<file path="src/rtl/hc164_chain_ctrl.sv">
// hc164_chain_ctrl: sequencer for a cascade of NUM_SR 74HC164 shift registers.
// Accepts a parallel word on a valid/ready handshake and shifts it MSB-first
// onto the shared sr_clk/sr_d pins, then pulses done. It also drives the chain's
// active-low clear after reset and on clear_req.
// Optional build macro: HC_CHAIN_CLR_ON_LOAD_EN -- when defined, every accepted
// word is preceded by a DIV-cycle chain clear.
module hc164_chain_ctrl #(
  parameter int unsigned NUM_SR = 2,
  parameter int unsigned DIV    = 4
) (
  input  logic                  clk,
  input  logic                  clr_n,
  input  logic                  s_valid,
  output logic                  s_ready,
  input  logic [8*NUM_SR-1:0]   s_data,
  input  logic                  clear_req,
  output logic                  busy,
  output logic                  done,
  output logic                  sr_clk,
  output logic                  sr_d,
  output logic                  sr_clr_n
);

  localparam int unsigned NBITS = 8 * NUM_SR;
  localparam int unsigned CNT_W = (DIV > 1) ? $clog2(DIV) : 1;
  localparam int unsigned BIT_W = $clog2(NBITS + 1);
  localparam logic [CNT_W-1:0] CNT_LAST = CNT_W'(DIV - 1);
  localparam logic [BIT_W-1:0] BIT_FULL = BIT_W'(NBITS);
  localparam logic [BIT_W-1:0] BIT_ONE  = BIT_W'(1);

  typedef enum logic [1:0] {
    ST_IDLE  = 2'd0,
    ST_CLEAR = 2'd1,
    ST_LOW   = 2'd2,
    ST_HIGH  = 2'd3
  } state_t;

  state_t             r_state;
  logic [CNT_W-1:0]   r_cnt;
  logic [BIT_W-1:0]   r_bits;
  logic [NBITS-1:0]   r_shreg;
  logic               r_busy;
  logic               r_done;
  logic               r_sr_clk;
  logic               r_sr_d;
  logic               r_sr_clr_n;
`ifdef HC_CHAIN_CLR_ON_LOAD_EN
  logic               r_load_pend;
`endif

  logic               w_phase_end;
  logic               w_accept;

  // Handshake: ready only while idle and no clear is being requested
  assign s_ready     = (r_state == ST_IDLE) && !clear_req;
  assign w_accept    = s_valid && s_ready;
  assign w_phase_end = (r_cnt == CNT_LAST);

  assign busy     = r_busy;
  assign done     = r_done;
  assign sr_clk   = r_sr_clk;
  assign sr_d     = r_sr_d;
  assign sr_clr_n = r_sr_clr_n;

  // Sequencer FSM with registered pin outputs
  always_ff @(posedge clk or negedge clr_n) begin
    if (!clr_n) begin
      r_state     <= ST_CLEAR;
      r_cnt       <= '0;
      r_bits      <= '0;
      r_shreg     <= '0;
      r_busy      <= 1'b1;
      r_done      <= 1'b0;
      r_sr_clk    <= 1'b0;
      r_sr_d      <= 1'b0;
      r_sr_clr_n  <= 1'b0;
`ifdef HC_CHAIN_CLR_ON_LOAD_EN
      r_load_pend <= 1'b0;
`endif
    end else begin
      r_done <= 1'b0;
      case (r_state)
        ST_IDLE: begin
          r_cnt <= '0;
          if (clear_req) begin
            // clear_req takes priority over a pending word
            r_state    <= ST_CLEAR;
            r_sr_clr_n <= 1'b0;
            r_sr_clk   <= 1'b0;
            r_busy     <= 1'b1;
          end else if (w_accept) begin
            r_shreg <= s_data;
            r_bits  <= BIT_FULL;
            r_busy  <= 1'b1;
`ifdef HC_CHAIN_CLR_ON_LOAD_EN
            r_state     <= ST_CLEAR;
            r_sr_clr_n  <= 1'b0;
            r_sr_clk    <= 1'b0;
            r_load_pend <= 1'b1;
`else
            r_state  <= ST_LOW;
            r_sr_clk <= 1'b0;
            r_sr_d   <= s_data[NBITS-1];
`endif
          end
        end

        ST_CLEAR: begin
          if (w_phase_end) begin
            r_cnt      <= '0;
            r_sr_clr_n <= 1'b1;
`ifdef HC_CHAIN_CLR_ON_LOAD_EN
            if (r_load_pend) begin
              // clear before load finished: present the MSB and start shifting
              r_load_pend <= 1'b0;
              r_state     <= ST_LOW;
              r_sr_d      <= r_shreg[NBITS-1];
            end else begin
              r_state <= ST_IDLE;
              r_busy  <= 1'b0;
            end
`else
            r_state <= ST_IDLE;
            r_busy  <= 1'b0;
`endif
          end else begin
            r_cnt <= r_cnt + CNT_W'(1);
          end
        end

        ST_LOW: begin
          if (w_phase_end) begin
            // rising sr_clk edge; data has been stable for DIV cycles
            r_cnt    <= '0;
            r_state  <= ST_HIGH;
            r_sr_clk <= 1'b1;
          end else begin
            r_cnt <= r_cnt + CNT_W'(1);
          end
        end

        ST_HIGH: begin
          if (w_phase_end) begin
            r_cnt    <= '0;
            r_sr_clk <= 1'b0;
            r_shreg  <= r_shreg << 1;
            r_bits   <= r_bits - BIT_ONE;
            if (r_bits == BIT_ONE) begin
              r_state <= ST_IDLE;
              r_busy  <= 1'b0;
              r_done  <= 1'b1;
            end else begin
              r_state <= ST_LOW;
              r_sr_d  <= r_shreg[NBITS-2];
            end
          end else begin
            r_cnt <= r_cnt + CNT_W'(1);
          end
        end

        default: begin
          r_state    <= ST_CLEAR;
          r_cnt      <= '0;
          r_sr_clr_n <= 1'b0;
          r_sr_clk   <= 1'b0;
          r_busy     <= 1'b1;
        end
      endcase
    end
  end

endmodule
</file>
<file path="config.mk">
export PLATFORM = sky130hd
export DESIGN_NAME = hc164_chain_ctrl
export DESIGN_NICKNAME = d
export VERILOG_FILES = /design/src/rtl/hc164_chain_ctrl.sv
export SDC_FILE = /design/constraint.sdc
export NUM_CORES = 1
export LEC_CHECK = 0
export BUFFER_PORTS_ARGS = -buffer_cell sky130_fd_sc_hd__clkbuf_2
export CORE_MARGIN = 3
export CORE_UTILIZATION = 25
export DETAILED_ROUTE_END_ITERATION = 6
export HOLD_SLACK_MARGIN = 0.08
export PLACE_DENSITY = 0.42
export SLEW_MARGIN = 15
export SYNTH_ARGS = -nofsm -noshare
export SYNTH_HDL_FRONTEND = slang
export SYNTH_SLANG_ARGS = --single-unit
</file>
<file path="constraint.sdc">
create_clock -name clk -period 3.6 [get_ports clk]
set_input_delay 1.08 -clock clk [delete_from_list [all_inputs] [get_ports clk]]
set_output_delay 1.08 -clock clk [all_outputs]
set_load 0.03 [all_outputs]
</file>
==> results of run 1 <==
-- sequential cells by signal (all words and copies together), names as in the netlist --
name / cells
busy: 1
sr_clr_n: 1
r_state: 2
r_bits: 5
sr_d: 1
r_cnt: 2
sr_clk: 1
done: 1
r_shreg: 15
-- area by class of cell --
type	instances	area, um2
clock buffers	7	86.3
clock inverters	1	30.0
fillers	632	3850
inverters	7	26.3
multi-input cells	92	666
flip-flops and latches	29	728
well taps	72	90.1
repair buffers	26	133
-- cell families after synthesis --
logic type | after synthesis | synth area share [%]
buf+inv | 17 | 5.67
simple gates | 39 | 14.7
fa+ha+maj | 3 | 2.54
flops | 29 | 49.3
mux | 15 | 10.2
compound gates | 35 | 17.6
-- report_power, final --
part	leakage [nW]	internal (mW)	total, mW	switching [mW]
combinational	0.301	0.0101	0.0232	0.0131
clock	0.0585	0.225	0.349	0.124
sequential	0.369	0.328	0.331	0.00263
total	0.729	0.564	0.703	0.139
-- placed cells by master (no fill, tap or decap) --
cell,synthesis,final
o22ai_1,1,1
or4_1,2,2
o211ai_1,2,2
or3_1,1,1
or4b_4,1,1
nor2b_1,1,1
nor4b_1,2,2
clkbuf_1,4,1
a21oi_1,5,5
and2_1,1,1
dfrtp_1,27,27
a311oi_1,1,1
nor3_1,3,3
o21bai_1,1,1
clkbuf_8,0,6
bufinv_16,0,1
or4b_2,1,1
a22oi_1,1,1
and2_0,1,1
nand3_1,16,16
a2111oi_4,1,1
o21a_1,1,1
inv_1,7,7
nor2_1,6,6
buf_4,0,1
a22o_1,1,1
o32ai_1,1,1
or2b_1,1,1
dfstp_2,2,2
ha_1,3,3
nand2_1,3,3
o2bb2ai_1,1,1
clkbuf_2,0,25
o21ai_2,9,9
o21ai_0,10,10
mux2i_1,15,15
-- worst max path at each step --
stage	from	slack, ns	cells after the start	endpoint
CTS	clear_req	0.88	3	s_ready
finish	clear_req	0.89	3	s_ready
floorplan	clear_req	0.74	1	s_ready
global route	clear_req	0.83	3	s_ready
detailed placement	clear_req	0.80	4	r_shreg[0]
global placement	clear_req	0.83	4	r_shreg[0]
-- worst max-delay path, cell delays in order --
cell and delay, ns:
clkbuf_2 0.13, nor3_1 0.18, clkbuf_2 0.23
-- routing by layer --
layer  vias up  track usage (%)
met5         -                0
met4         0             3.71
met2        31             14.6
met1       550             13.8
li1        547                -
met3         4             4.27
-- stage by stage --
| stage | power, mW | hold WS [ns] |
|---|---|---|
| 6_report | 0.703 | 0.443 |
| 5_1_grt | 0.736 | 0.491 |
| 4_1_cts | 0.716 | 0.449 |
| 3_5_place_dp | 0.361 | 0.440 |
| 3_3_place_gp | 0.360 | 0.423 |
| 2_1_floorplan | 0.341 | 0.415 |
==> metrics.md, run 1 <==
| Metric | Value |
|---|---|
| Outcome | `complete, no violations` |
| Antenna fix cells | `0` |
| Fin crit share | `about three quarters` |
| Largest net degree at the start of global routing | `30` |
| Setup TNS | `0 ns` |
| Share of cells above drive strength 1 | `29.0%` |
| LEAKAGE | `between 0.7 and 0.8 nW` |
| CTS buffer count | `5` |
| Critical path class | `input pin to primary output` |
| DRT antenna net count | `0` |
| Hold Violations, Final | `0` |
| Final worst setup slack | `0.894 ns` |
| GRT Residual Overflow | `0` |
| Port buffer count | `25` |
| Met3 WL | `between 200 and 250 um` |
| Antenna violations before repair | `0` |
| Starting density of the core | `26.3%` |
| Setup WS pre-CTS | `0.798 ns` |
| HPWL Detailed | `2.13 mm` |
| Global placement routability congestion | `around 0.70` |
| CTS tree | `built` |
| Nets | `184` |
| Core area | `0.00561 mm2` |
| Worst reg2reg startpoint | `r_state[1]` |
| DR top layer | `met4` |
| Non-Filler Instances | `approximately 230` |
| Dpl cells | `226` |
| Hold Crit Depth | `1` |
| H-tree Lvls | `2` |
| Placed cell area | `0.00164 mm2` |
| Worst R2R Setup Slack | `1.54 ns` |
| M1 wire length | `1.57 mm` |
| Setup violations, final | `0` |
| Synth Flop Type | `dfrtp_1` |
| Clk Latency, worst-skew pair | `0.28 ns` |
| Worst ir drop on vdd | `about 0.00013 V` |
| Chip height | `82.9 um` |
| Initial DRC count | `between 100 and 150` |
| Num Clock Sinks | `29` |
| Post-synth top area cell | `dfrtp_1` |
| Maximum clock rate | `between 0.3 and 0.4 GHz` |
| WL/cell | `around 13 um` |
| Clock-pin slew on the worst setup and hold paths | `about 0.060 ns` |
| Clk root buf | `clkbuf_8` |
| Share of the synthesized area in the top cell type | `45.7%` |
| Crit path required time | `2.52 ns` |
| Cell with the most instances after synthesis | `dfrtp_1` |
| Wirelength, routed | `3.14 mm` |
| DR WL met2 | `1.33 mm` |
| Critical path capture point type | `primary output` |
| Pre-Repair DR Iteration Count | `4` |
| Hold buffer count at cts | `0` |
| Worst r2r path cells | `3` |
| Tightest Hold Check Type | `flip-flop to flip-flop` |
| Drt drc | `0` |
| RSZ-0062 raised after global routing | `no` |
| I/O pins | `26` |
| Crit path DAT | `1.63 ns` |
| Top cells by count, synth | `dfrtp_1, nand3_1, mux2i_1` |
| Slew HR | `a little over a third` |
| Skew final | `0.00393 ns` |
| Sequential-to-total area share from yosys stat | `49.3%` |
| Final Max Tran Viols | `0` |
| Crit path time final | `between 2 and 3 ns` |
| Worst-Margin Slew | `0.941 ns` |
| MaxCap Viol Count | `0` |
| Hold Path End | `r_cnt[0]` |
| Post-Syn Nets | `161` |
| Die X | `82.9 um` |
| Seq cells post-synth | `29` |
| Synth unique cells | `34` |
| Post-CTS Setup Inserts | `0` |
| CP Launch Type | `input pin` |
| Layout Utilization | `31.4%` |
| Hold_sp | `r_cnt[0]` |
| Mapped Area | `about 0.0015 mm2` |
| Vias per cell | `4.84` |
| Area growth, synth to finish | `19.1%` |
| Largest cells by area after synthesis | `dfrtp_1, mux2i_1, nand3_1` |
| Post-CTS sizing | `0` |
| Final Cell Area | `about 0.0018 mm2` |
| DR vias | `approximately 1100` |
| Async SR Flop Fraction | `between 90% and 100%` |
| Row count | `27` |
| Worst Path Max Fanout | `7` |
| Worst r2r dst | `r_shreg[0]` |
| First-pass GRT wire length | `~5.8 mm` |
| Post-synth EDFFs | `0` |
| CTS Buffer Depth | `2` |
| Syn_area_per_cell | `10.7 um2` |
| Power Dens Cells | `400 mW/mm2` |
| Vias in the first global route | `1147` |
| Total track usage | `10.2%` |
| Synth warnings | `0` |
| Die area | `0.00687 mm2` |
| Post-synthesis cell count | `about 140` |
Power figures use the tool's default switching activity.
==> run 2: changes to the inputs <==
- ABC_AREA: unset -> 1
- PLACE_DENSITY: 0.42 -> 0.43
- clock period: 3.6 -> 2.2 ns (I/O delays scaled with it)
==> run 2 against run 1 <==
Register-to-register slack worse by 0.96 ns. Critical endpoint unchanged. Die area up 2.4%. Synthesized cell count is 54% higher. Worst setup slack worse by 0.71 ns. Area after synthesis is 2.5% higher. Clock power grew 28%. Routed wire length increased by 10%. Cell count rose by 34%. Global-route usage increased by 0.35 points.
==> metrics.md, run 2 <==
| Metric | Value |
|---|---|
| Starting density of the core | `26.7% (+0.35 points)` |
| Number of flip-flops under the largest register name | `15 (unchanged)` |
| Share of cells above drive strength 1 | `17.4% (-12 points)` |
| Worst Path Max Fanout | `8 (+1)` |
| I/O pins | `26 (unchanged)` |
| Wirelength, routed | `3.46 mm (+10%)` |
| Nets | `265 (+44%)` |
| HPWL Detailed | `2.35 mm (+10%)` |
| Cell with the most instances after synthesis | `nand2_1` |
| Area growth, synth to finish | `18.2%` |
| Die area | `0.00703 mm2 (+2.4%)` |
| Drt drc | `0 (unchanged)` |
| Skew final | `0.00564 ns (+0.00171 ns)` |
| CTS Buffer Depth | `2 (unchanged)` |
| Post-Syn Nets | `236 (+47%)` |
| LEAKAGE | `1.05 nW (+44%)` |
| WL/cell | `11.0 um (-18%)` |
| CP Launch Type | `flip-flop` |
| Final Max Tran Viols | `0 (unchanged)` |
| Largest Register | `r_shreg` |
| Async SR Flop Fraction | `100% (unchanged)` |
| Clk root buf | `clkbuf_8` |
| Die X | `83.9 um (+1.2%)` |
| Post-synth EDFFs | `0 (unchanged)` |
| Clk Latency, worst-skew pair | `0.28 ns (about the same)` |
| Slew HR | `73.4% (+37 points)` |
| Power Dens Cells | `1420 mW/mm2 (+260%)` |
| Post-synthesis cell count | `213 (+54%)` |
| Outcome | `complete, no violations` |
| Seq pwr share | `37.4% (-9.7 points)` |
| Crit path time final | `about 2.0 ns` |
| Critical path class | `flip-flop to primary output` |
| DRT antenna net count | `0 (unchanged)` |
| Post-CTS Setup Inserts | `0 (unchanged)` |
| CTS buffer count | `5 (unchanged)` |
| Share of the synthesized area in the top cell type | `44.6% (-1.1 points)` |
| Vias in the first global route | `1305 (+14%)` |
| Top flop regs | `r_shreg: 15 flops, r_bits: 5 flops` |
| Mapped Area | `0.00152 mm2 (+2.5%)` |
| Antenna fix cells | `0 (unchanged)` |
| Top cells by count, synth | `nand2_1, dfrtp_1, inv_1` |
| Final Cell Area | `0.00179 mm2 (+1.8%)` |
| GRT Residual Overflow | `0 (unchanged)` |
| Net Sw Frac | `44.5% (+25 points)` |
| First-pass GRT wire length | `6.02 mm (+4.4%)` |
| NetSw | `1.13 mW (+710%)` |
| Port buffer count | `25 (unchanged)` |
| Comb pwr share | `45.1% (+42 points)` |
| Largest cells by area after synthesis | `dfrtp_1, nand2_1, dfstp_2` |
| MaxCap Viol Count | `0 (unchanged)` |
| Setup TNS | `0 ns (unchanged)` |
| Antenna violations before repair | `0 (unchanged)` |
| Synth Flop Type | `dfrtp_1` |
| Clock-pin slew on the worst setup and hold paths | `0.06 ns (about the same)` |
| Largest net degree at the start of global routing | `30 (unchanged)` |
| Commonest non-fill, non-tap cell in the layout | `nand2_1` |
| Crit path DAT | `1.36 ns (-0.27 ns)` |
| Placed cell area | `0.00171 mm2 (+3.8%)` |
| Core area | `0.00568 mm2 (+1.2%)` |
| Total power | `2.55 mW (+260%)` |
| RSZ-0062 raised after global routing | `no` |
| Int Power | `1.41 mW (+150%)` |
| Sequential-to-total area share from yosys stat | `48.1% (-1.2 points)` |
| Chip height | `83.9 um (+1.2%)` |
| Hold buffer count at cts | `0 (unchanged)` |
| Num Clock Sinks | `29 (unchanged)` |
| Critical path capture point type | `primary output` |
| Crit path required time | `1.54 ns (-0.98 ns)` |
| Initial DRC count | `46 (-63%)` |
| Tightest Hold Check Type | `input pin to asynchronous set/reset pin` |
| Worst ir drop on vdd | `0.000327 V (+150%)` |
| Seq cells post-synth | `29 (unchanged)` |
| Hold Violations, Final | `0 (unchanged)` |
| Most frequent cells in the layout | `nand2_1, dfrtp_1, clkbuf_2, inv_1, nor2_1` |
| Setup violations, final | `0 (unchanged)` |
| Pre-Repair DR Iteration Count | `4 (unchanged)` |
| DR vias | `1311 (+16%)` |
| Worst-Margin Slew | `0.400 ns (-0.541 ns)` |
| Post-synth top area cell | `dfrtp_1` |
| Row count | `27 (unchanged)` |
| Post-CTS sizing | `0 (unchanged)` |
| Synth unique cells | `19 (-44%)` |
| Total track usage | `10.6% (+0.35 points)` |
| CTS tree | `built` |
| Fin crit share | `91.8%` |
| Clock share of power | `17.6% (-32 points)` |
| Synth warnings | `0 (unchanged)` |
| Vias per cell | `4.18 (-14%)` |
| H-tree Lvls | `2 (unchanged)` |
| Global placement routability congestion | `0.692 (-0.59%)` |
| Maximum clock rate | `0.495 GHz` |
| Syn_area_per_cell | `7.11 um2 (-34%)` |
==> run 2: cell types whose count changed in the layout (fill, tap and decap cells not counted), sizes merged, moves of 3 or more <==
cell / previous run / this run
nand2: 3 / 132
nand3: 16 / 9
mux2i: 15 / 0
a21oi: 5 / 0
inv: 7 / 16
o21ai: 19 / 5
nor2: 6 / 11
nor3: 3 / 0
==> run 2: worst paths after layout <==
check	startpoint	end	slack, ns	depth (start not counted)
hold / removal	clr_n	r_cnt[0]	0.39	2
hold reg to reg	r_cnt[0]	r_cnt[0]	0.44	1
setup / recovery	r_state[1]	s_ready	0.18	4
setup reg to reg	r_cnt[0]	r_shreg[11]	0.58	9
max in group asynchronous	clr_n	r_state[0]	1.48	2
min in group clk	r_cnt[0]	r_cnt[0]	0.44	1
==> run 2: through the flow <==
stage / setup WS, ns / util [%] / std cells / hold slack [ns]
after floorplan: 0.426 / - / 213 / 0.364
after global placement: 0.433 / 30.0 / 307 / 0.428
after detailed placement: 0.432 / 30.0 / 307 / 0.427
after CTS: 0.174 / 31.6 / 314 / 0.403
after global routing: 0.0807 / 31.6 / 314 / 0.422
final: 0.180 / 31.6 / 314 / 0.390
==> run 2: kinds of logic after synthesis <==
family | Yosys count | synth area share, %
adder cells (fa/ha/maj) | 3 | 2.48
XOR/XNOR | 1 | 0.578
buffers and inverters | 22 | 7.27
AO/OA/AOI/OAI | 5 | 1.65
flip-flops | 29 | 48.1
AND/OR/NAND/NOR | 153 | 40.0
==> run 2: layout make-up <==
cell class,count,area (um2)
Tap cell,72,90.1
Sequential cell,29,728
Inverter,16,62.6
Clock buffer,7,86.3
Multi-Input combinational cell,162,677
Timing Repair Buffer,28,148
Fill cell,632,3880
==> run 2: critical path, stage by stage (launching register included) <==
cell and delay (ns):
dfrtp_1 0.49, nor2_4 0.18, inv_1 0.07, nor2_1 0.12, clkbuf_2 0.22
==> run 2: metal layers <==
metal | part of all wire, % | vias up | GRT usage (%)
met4 | 0.81 | 0 | 4.24
met3 | 4.5 | 2 | 3.16
met5 | 0 | - | 0
met2 | 44 | 23 | 16.3
met1 | 51 | 592 | 13.9
li1 | - | 694 | -
==> run 2: power by group through the flow <==
stage / combinational (mW) / clock [mW] / sequential [mW]
finish: 1.15 / 0.447 / 0.951
detailed placement: 1.17 / 0 / 0.957
global route: 1.35 / 0.482 / 0.990
floorplan: 0.920 / 0 / 0.955
global placement: 1.16 / 0 / 0.960
CTS: 1.17 / 0.461 / 0.952
==> run 3: changes to the inputs <==
- ABC_AREA: 1 -> 0
- GPL_TIMING_DRIVEN: unset -> 0
==> run 3 against run 2 <==
Via count down 12%. Global-route usage down 0.50 points. Worst setup slack worse by 0.0078 ns. Non-clock buffer count up 7. Combinational power down 97%. Clock-buffer cell count unchanged. Routed wire length down 4.1%. Critical path depth down 1. Largest power group is now sequential cells.
==> metrics.md, run 3 (synthesized netlist as in run 1, its figures left out) <==
| Metric | Value |
|---|---|
| Hold buffer count at cts | `0 (unchanged)` |
| Slew HR | `37.5% (-36 points)` |
| Skew final | `0.00586 ns (+0.000220 ns)` |
| Die area | `0.00687 mm2 (-2.3%)` |
| I/O pins | `26 (unchanged)` |
| Port buffer count | `25 (unchanged)` |
| H-tree Lvls | `2 (unchanged)` |
| CTS Buffer Depth | `2 (unchanged)` |
| HPWL Detailed | `2.37 mm (+0.85%)` |
| Crit path DAT | `1.37 ns (about the same)` |
| Clock-pin slew on the worst setup and hold paths | `0.07 ns (about the same)` |
| Worst reg2reg startpoint | `r_cnt[0]` |
| Largest net degree at the start of global routing | `30 (unchanged)` |
| LEAKAGE | `0.750 nW (-29%)` |
| First-pass GRT wire length | `5.64 mm (-6.3%)` |
| Chip height | `82.9 um (-1.2%)` |
| Power Dens Cells | `595 mW/mm2 (-58%)` |
| GRT Residual Overflow | `0 (unchanged)` |
| WL/cell | `13.6 um (+24%)` |
| Top flop regs | `r_shreg: 15 flops, r_bits: 5 flops` |
| Drt drc | `0 (unchanged)` |
| Setup violations, final | `0 (unchanged)` |
| Min Hold Slack | `0.441 ns (+0.0510 ns)` |
| CTS buffer count | `5 (unchanged)` |
| Vias per cell | `4.73 (+13%)` |
| Outcome | `complete, no violations` |
| Clk Latency, worst-skew pair | `0.28 ns (about the same)` |
| Comb pwr share | `3.5% (-42 points)` |
| Number of flip-flops under the largest register name | `15 (unchanged)` |
| Critical path's largest stage delay | `0.42 ns (-0.07 ns)` |
| Initial DRC count | `18 (-61%)` |
| Commonest non-fill, non-tap cell in the layout | `dfrtp_1` |
| Hold Violations, Final | `0 (unchanged)` |
| CTS tree | `built` |
| RSZ-0062 raised after global routing | `no` |
| Post-CTS sizing | `0 (unchanged)` |
| Maximum clock rate | `0.493 GHz (-0.38%)` |
| Bufs and invs on worst path | `2 (unchanged)` |
| CP Launch Type | `flip-flop` |
| Fin crit share | `92.2% (+0.35 points)` |
| MaxCap Viol Count | `0 (unchanged)` |
| Total power | `1.07 mW (-58%)` |
| Critical path capture point type | `primary output` |
| Antenna fix cells | `0 (unchanged)` |
| Crit path time final | `2.03 ns (+0.00779 ns)` |
| Final Max Tran Viols | `0 (unchanged)` |
| Total track usage | `10.1% (-0.50 points)` |
| Pre-Repair DR Iteration Count | `4 (unchanged)` |
| Area growth, synth to finish | `21.4%` |
| Setup TNS | `0 ns (unchanged)` |
| Num Clock Sinks | `29 (unchanged)` |
| Clock share of power | `45.8% (+28 points)` |
| Tightest Hold Check Type | `input pin to asynchronous set/reset pin` |
| DRT antenna net count | `0 (unchanged)` |
| Worst ir drop on vdd | `0.000194 V (-41%)` |
| Net Sw Frac | `21.6% (-23 points)` |
| Seq pwr share | `50.8% (+13 points)` |
| Core area | `0.00561 mm2 (-1.2%)` |
| Critical path class | `flip-flop to primary output` |
| Vias in the first global route | `1197 (-8.3%)` |
| Die X | `82.9 um (-1.2%)` |
| Delay-heaviest family, CP | `buffers and inverters` |
| Clk root buf | `clkbuf_8` |
| Share of cells above drive strength 1 | `31.0% (+14 points)` |
| NetSw | `231 uW (-80%)` |
| Nets | `193 (-27%)` |
| Worst r2r dst | `r_bits[1]` |
| Int Power | `836 uW (-41%)` |
| Antenna violations before repair | `0 (unchanged)` |
| Row count | `27 (unchanged)` |
| Wirelength, routed | `3.32 mm (-4.1%)` |
| DR vias | `1150 (-12%)` |
| Post-CTS Setup Inserts | `0 (unchanged)` |
| Worst r2r path cells | `7 (-2)` |
| Worst-Margin Slew | `0.925 ns (+0.525 ns)` |
| Crit-path cells | `clkbuf_1, nor3_1, clkbuf_2` |
| Crit path required time | `1.54 ns (about the same)` |
| Worst R2R Setup Slack | `0.26 ns (-0.32 ns)` |
| Global placement routability congestion | `0.712 (+2.9%)` |
| Starting density of the core | `26.3% (-0.35 points)` |
| CP max stage cell | `dfrtp_1` |
| Worst Path Max Fanout | `10 (+2)` |
| Largest Register | `r_shreg` |
| Most frequent cells in the layout | `dfrtp_1, clkbuf_2, nand3_1, mux2i_1, o21ai_0` |
## run 3: changes by cell type in the layout (fill, tap and decap cells not counted), sizes merged, moves of 7 or more
cell   delta
nand2   -129
inv       -9
nand3     +7
o21ai    +14
mux2i    +15
## run 3: per-stage QoR
stage / instances / setup slack (ns) / util (%) / instance area, um2
6_report: 243 / 0.172 / 32.0 / 1790
5_1_grt: 243 / 0.0982 / 32.0 / 1790
4_1_cts: 243 / 0.163 / 32.0 / 1790
3_5_place_dp: 235 / 0.0763 / 30.2 / 1690
3_3_place_gp: 235 / 0.0856 / 30.2 / 1690
2_1_floorplan: 138 / 0.184 / - / 1480
## run 3: worst max path at each step
stage | start | endpoint | slack, ns | cells after the start
after detailed placement | clear_req | r_bits[3] | 0.08 | 6
after floorplan | clear_req | s_ready | 0.18 | 1
final | r_state[1] | s_ready | 0.17 | 3
after global routing | r_state[1] | s_ready | 0.1 | 3
after CTS | r_state[1] | s_ready | 0.16 | 3
after global placement | clear_req | r_bits[0] | 0.09 | 6
## run 3: metal layers
metal  GRT usage, %  vias up  wire length (um)
met1           12.1      556              1540
li1               -      564                 -
met4           3.12        0                20
met3           4.46        4               173
met2           16.3       26              1580
met5              0        -                 0
## run 3: power by group through the flow
stage	logic, mW	registers (mW)	clock network (mW)
after global placement	0.0373	0.551	0
after CTS	0.0385	0.542	0.504
after floorplan	0.00735	0.550	0
final	0.0368	0.542	0.488
after detailed placement	0.0383	0.551	0
after global routing	0.0427	0.542	0.528
## run 3: final cells by class
type,count,area (um2)
timing repair buffer,25,125
fill,609,3810
clock buffer,7,96.3
multi-input combinational,92,666
inverter,7,26.3
buffer,10,57.6
tap,72,90.1
clock inverter,1,5.00
sequential,29,728
